### src/rtl/uart_rx.sv
// UART receiver, 8N1, LSB first. rx_pin is synchronised, oversampled at
// CYCLE clocks per bit and sampled at mid-bit. Received bytes are handed
// out through a level valid / ready handshake.
module uart_rx #(
    parameter int CLK_FRE   = 50,
    parameter int BAUD_RATE = 115200
) (
    input  logic       clk,
    input  logic       rst_n,
    input  logic       rx_pin,
    output logic [7:0] rx_data,
    output logic       rx_data_valid,
    input  logic       rx_data_ready
);

    localparam int CYCLE = CLK_FRE * 1000000 / BAUD_RATE;
    localparam int CNT_W = (CYCLE > 2) ? $clog2(CYCLE) : 1;

    localparam logic [CNT_W-1:0] CNT_LAST = CNT_W'(CYCLE - 1);
    localparam logic [CNT_W-1:0] CNT_MID  = CNT_W'(CYCLE / 2 - 1);

    typedef enum logic [2:0] {
        IDLE,
        START,
        REC_BYTE,
        STOP,
        DATA
    } state_t;

    state_t            state_q, state_d;
    logic              rx_d0_q, rx_d0_d;
    logic              rx_d1_q, rx_d1_d;
    logic [CNT_W-1:0]  cycle_cnt_q, cycle_cnt_d;
    logic [2:0]        bit_cnt_q, bit_cnt_d;
    logic [7:0]        shift_q, shift_d;
    logic [7:0]        rx_data_q, rx_data_d;
    logic              rx_data_valid_q, rx_data_valid_d;
    logic              start_edge;

    // Falling edge seen between the two synchroniser stages marks a start bit.
    assign start_edge = rx_d1_q & ~rx_d0_q;

    // Next-state, counter, shift-register and output computation.
    always_comb begin
        state_d         = state_q;
        rx_d0_d         = rx_pin;
        rx_d1_d         = rx_d0_q;
        cycle_cnt_d     = cycle_cnt_q;
        bit_cnt_d       = bit_cnt_q;
        shift_d         = shift_q;
        rx_data_d       = rx_data_q;
        rx_data_valid_d = 1'b0;

        case (state_q)
            IDLE: begin
                if (start_edge) begin
                    state_d = START;
                end
            end
            START: begin
                if (cycle_cnt_q == CNT_MID && rx_d1_q) begin
                    state_d = IDLE;
                end else if (cycle_cnt_q == CNT_LAST) begin
                    state_d   = REC_BYTE;
                    bit_cnt_d = 3'd0;
                end
            end
            REC_BYTE: begin
                if (cycle_cnt_q == CNT_MID) begin
                    shift_d[bit_cnt_q] = rx_d1_q;
                end
                if (cycle_cnt_q == CNT_LAST) begin
                    if (bit_cnt_q == 3'd7) begin
                        state_d = STOP;
                    end else begin
                        bit_cnt_d = bit_cnt_q + 3'd1;
                    end
                end
            end
            STOP: begin
                if (cycle_cnt_q == CNT_MID) begin
                    state_d   = DATA;
                    rx_data_d = shift_q;
                end
            end
            DATA: begin
                if (rx_data_ready) begin
                    state_d = IDLE;
                end
            end
            default: begin
                state_d = IDLE;
            end
        endcase

        if (state_d != state_q) begin
            cycle_cnt_d = '0;
        end else if (state_q == REC_BYTE && cycle_cnt_q == CNT_LAST) begin
            cycle_cnt_d = '0;
        end else if (state_q == START || state_q == REC_BYTE || state_q == STOP) begin
            cycle_cnt_d = cycle_cnt_q + 1'b1;
        end else begin
            cycle_cnt_d = '0;
        end

        rx_data_valid_d = (state_d == DATA);
    end

    // State and datapath registers; synchroniser flops reset to the idle level.
    always_ff @(posedge clk or negedge rst_n) begin
        if (!rst_n) begin
            state_q         <= IDLE;
            rx_d0_q         <= 1'b1;
            rx_d1_q         <= 1'b1;
            cycle_cnt_q     <= '0;
            bit_cnt_q       <= 3'd0;
            shift_q         <= 8'd0;
            rx_data_q       <= 8'd0;
            rx_data_valid_q <= 1'b0;
        end else begin
            state_q         <= state_d;
            rx_d0_q         <= rx_d0_d;
            rx_d1_q         <= rx_d1_d;
            cycle_cnt_q     <= cycle_cnt_d;
            bit_cnt_q       <= bit_cnt_d;
            shift_q         <= shift_d;
            rx_data_q       <= rx_data_d;
            rx_data_valid_q <= rx_data_valid_d;
        end
    end

    assign rx_data       = rx_data_q;
    assign rx_data_valid = rx_data_valid_q;

endmodule

### config.mk
export PLATFORM = sky130hd
export DESIGN_NAME = uart_rx
export DESIGN_NICKNAME = d
export VERILOG_FILES = /design/src/rtl/uart_rx.sv
export SDC_FILE = /design/constraint.sdc
export NUM_CORES = 1
export LEC_CHECK = 0
export BUFFER_PORTS_ARGS = -buffer_cell sky130_fd_sc_hd__buf_2
export CORE_ASPECT_RATIO = 0.7
export CORE_MARGIN = 4
export CORE_UTILIZATION = 40
export CTS_BUF_LIST = sky130_fd_sc_hd__clkbuf_16
export DETAILED_ROUTE_END_ITERATION = 7
export SLEW_MARGIN = 10
export SYNTH_ARGS = -nofsm -noshare
export SYNTH_HDL_FRONTEND = slang
export SYNTH_SLANG_ARGS = --single-unit
### constraint.sdc
create_clock -name clk -period 1.79 [get_ports clk]
set_input_delay 0.358 -clock clk [delete_from_list [all_inputs] [get_ports clk]]
set_output_delay 0.358 -clock clk [all_outputs]
set_load 0.005 [all_outputs]
Yosys cells after proc, flatten, opt, wreduce, memory -nomap -nowiden
Cells that the tools add are included.
- reduce and logical (&&, ||, !) cells: 10
- equal/unequal tests: 13
- multipliers: 0
- divide/modulo/power cells: 0
- shift operators: 0
- multiplexer cells: 19
- add/subtract/negate cells: 2
- $lt $le $gt $ge: 2
- bitwise logic cells: 2
- operators by type and width (kind ; count):
    3-bit two-way mux ; 11
    9-bit two-way mux ; 3
    3-bit one-hot mux with 5 select lines ; 1
    9-bit by 1-bit adder with 9-bit output (second input constant) ; 1
    3-bit == test (second input constant) ; 3
    9-bit by 8-bit == test with 1-bit output (second input constant) ; 1
    9-bit == test (second input constant) ; 1
    8-bit bitwise mux ; 1
    2-bit != test (second input constant) ; 4
    3-bit by 2-bit == test with 1-bit output (second input constant) ; 2
    3-bit one-hot mux with 2 select lines ; 1
    5-bit AND reduction ; 1
    3-bit by 4-bit less-than comparator with 1-bit output (second input constant) ; 1
    2-bit AND reduction ; 2
    3-bit by 1-bit adder with 3-bit output (second input constant) ; 1
    1-bit demux with 3-bit select ; 1
    3-bit by 1-bit == test with 1-bit output (second input constant) ; 1
    3-bit by 1-bit >= comparator with 1-bit output (second input constant) ; 1
    1-bit logical AND ; 3
    3-bit logical NOT ; 1
    3-bit != test ; 1
    1-bit logical OR ; 2
    2-bit nonzero test ; 1
    1-bit bitwise AND ; 1
    2 further kinds ; 2
- output and inout port bits: 9
- word-level logic and storage cells: 56
- ROM bits: 0
- memories: 0
- bits of input ports: 4
- flip-flop bits (word level): 34
- bits in latches: 0
- bits in writable memories: 0

Logic depth before layout (Yosys ltp)
- depth in word-level cells: 6
- depth in mapped cells: 6
- depth with buffers taken out: 6

Worst setup path after synthesis
Ideal clock, no wire load.
- path type: reg2reg
- start: register cycle_cnt_q[0]
- end: register shift_q[1]
- arrival: 1.565 ns
- clock period less this slack: 1.693 ns
- buffers on the path: 0
- stages on the path, launching flop included: 7
- setup time: 0.128 ns
- slack: 0.097 ns
- required time: 1.662 ns
- cell sequence: dfrtp_1 > inv_1 > ha_1 > and4bb_2 > nand2_2 > nor4_2 > mux2_1
- cells in the longest elaborated chain, start to end: 2
- RTL lines (what ; RTL line ; RTL):
    start, declared ; 33 ; logic [CNT_W-1:0] cycle_cnt_q, cycle_cnt_d;
    start signal, assigned ; 124 ; cycle_cnt_q <= cycle_cnt_d;
    9-bit by 8-bit == test with 1-bit output ; 69 ; if (cycle_cnt_q == CNT_MID) begin
    2-bit AND reduction (no source line) ; - ;
    end signal, assigned ; 126 ; shift_q <= shift_d;
    end, declared ; 35 ; logic [7:0] shift_q, shift_d;
Every way passes these cells.
A chain may end at the register's enable or synchronous reset.

Worst setup path in the final report
- start: register cycle_cnt_q[1]
- end: register shift_q[2]
The elaborated chain is that of the path after synthesis.

==> metrics.cfg <==
[layout]
post-route-util=0.523
n_antenna_cell=0
final_common_cell=dfrtp_1
final_cell_mix=32 x dfrtp_1, 13 x nor2_1, 12 x buf_2
final_cell_area_um2=2050
layout-drive-gt1-share=0.344
fillCellCount=352
syn2layout_area_growth_pct=25.8
num-nets-final=171

[route]
wl_um=3230
drcViolationCount=0
drtIter0Drc=72
dr.pass1.iters=4
met3_length_um=152
top_layer_used=met4
m1WireLength_um=1640
ant_nets=0
route.met2.wl_um=1380
vias_per_cell=5.06
num_vias=1088
wl_per_cell_um=15.0

[floorplan]
die-area_um2=5180
num_rows=19
initial_core_util=0.416
die_y_um=61.4
core_um2=3920
pin_count=13
die_w_um=84.3

[logic_synthesis]
muxShareOfSynthArea=0.117
syn-mean-instance-area_um2=11.9
synthCells=137
syn_area_um2=1630
yosysWarnings=0
synth_seq_area_share=0.523
synth_compound_area_frac=0.0591
synthAdderAreaFrac=0.0384
yosys.area_share.simple=0.204
synth_xor_area_frac=0.0376
synth_top_family_by_area=simple AND/OR/NAND/NOR gates
syn-num-nets=146
synth-seq-cells=34
yosys.cell_types.count=36

[clock_tree]
worstSkewPairLatency_ns=0.28
clockBufferDepth=2
cts.sinks=34
clk_pin_slew_ns=0.06
htree_levels=2
root_buffer=clkbuf_16
numCtsBuffers=5
cts_tree=yes

[worst_hold_path]
hp-class=in2async

[critical_path]
critPathMaxFanout=5
required_ns=1.95
crit_start=cycle_cnt_q[1]
cp.arrival_ns=1.90
startpoint_type=flip-flop
worstReg2RegStart=cycle_cnt_q[1]
path_class=reg2reg
worstSetupEndpointType=flip-flop

[timing]
slew_viol_final=0
fmax_ghz=0.576
relSlewSlack=0.495
worst_slew_pin_slew_ns=0.757
fin_ws_ns=0.0547
hold_viol_final=0
rsz0062_at_grt=true
skew_ns=0.00757
period_share=0.969
setup_viol_count_final=0
min_period_ns=1.74

[global_routing]
grt_usage=0.139
grt_pass1_wl_um=5350
grt_pass1_vias=1097
grt_max_degree=35
antenna_found_initial=0
grt-ovfl-total=0

[outcome]
status=complete, no violations

[placement]
placed_area_um2=1780
dp_hpwl_um=2220
gp_congestion=0.794
preCtsSetupSlack_ns=-0.00598
portBuffers=12

[power]
ir_worst_vdd_mv=0.569
total_power_mw=2.29
p_leak_nw=0.969
p_per_area_nw_per_um2=1120

[job]
max_cap_violations=0

-- cell families after synthesis --
kind of cell	count (synthesis)
compound gates	14
xor+xnor	7
fa+ha+maj	5
buf+inv	6
flops	34
mux	17
simple gates	54
-- stage by stage --
step / std cells / hold slack (ns) / setup TNS [ns]
finish: 215 / 0.150 / 0
global route: 215 / 0.179 / -0.123
CTS: 213 / 0.173 / -0.0218
detailed placement: 204 / 0.363 / -0.00598
global placement: 204 / 0.363 / 0
floorplan: 137 / 0.0624 / 0
-- critical path: stages (launching register included) --
cell      delay (ns)
dfrtp_1         0.38
inv_2           0.06
ha_1            0.13
and4bb_2        0.29
nand2_4         0.12
nor4_2          0.30
mux2_1          0.34
-- layer usage --
layer	vias up	track usage
met2	29	0.194
li1	535	-
met4	0	0.0757
met5	-	0
met3	5	0.0441
met1	519	0.193
-- sequential cells by signal (all words and copies together), names as in the netlist --
signal,cells
rx_d1_q,1
rx_data,8
cycle_cnt_q,9
rx_data_valid,1
bit_cnt_q,3
rx_d0_q,1
state_q,3
shift_q,8
-- final cells by class --
type	instances	area [um^2]	share of cell area
inverter	2	7.51	0.00366
timing repair buffer	21	128	0.0622
sequential	34	853	0.416
multi-input combinational	98	803	0.392
clock inverter	3	68.8	0.0336
tap	52	65.1	0.0317
clock buffer	5	125	0.0610
-- synth_stat cells, drive strengths merged --
cell type / count / area [um^2]
a31oi: 1 / 6.26
xor2: 2 / 17.5
o21ai: 1 / 5.00
nand3b: 2 / 15.0
buf: 3 / 21.3
or2: 1 / 6.26
ha: 5 / 62.6
clkbuf: 1 / 3.75
nor4b: 1 / 8.76
a21oi: 6 / 30.0
a2bb2oi: 2 / 17.5
inv: 2 / 7.51
nand3: 6 / 30.0
nor3: 4 / 20.0
nor4: 3 / 37.5
and2: 1 / 6.26
nand2: 8 / 32.5
a22o: 2 / 17.5
or3b: 2 / 17.5
a211oi: 1 / 12.5
xnor2: 5 / 43.8
nand2b: 2 / 12.5
and4bb: 2 / 25.0
mux2: 17 / 191
dfrtp: 32 / 801
nor3b: 1 / 12.5
and4b: 2 / 20.0
nand4: 2 / 12.5
dfstp: 2 / 52.6
nor2b: 2 / 12.5
a22oi: 1 / 7.51
nor2: 15 / 63.8
-- final timing paths --
check	to	cells past startpoint	slack, ns
hold reg to reg	rx_d1_q	0	0.37
hold / removal	rx_data[5]	1	0.15
setup / recovery	shift_q[2]	6	0.05
min in group clk	rx_d0_q	1	0.19
setup reg to reg	shift_q[2]	6	0.05
max in group asynchronous	cycle_cnt_q[4]	1	1.16
-- what timing repair did --
action,4_1_cts,5_1_grt
hold buffers,0,0
endpoints found under the hold margin,0,0
setup buffers,1,1
endpoints found under the setup margin,4,21
pin swaps,0,5
gates resized for setup,0,12
gates cloned,0,1
-- power breakdown --
part	switching, mW	internal (mW)
registers	0.0546	0.835
clock network	0.317	0.799
logic	0.145	0.141
(Power assumes the default switching activity.)
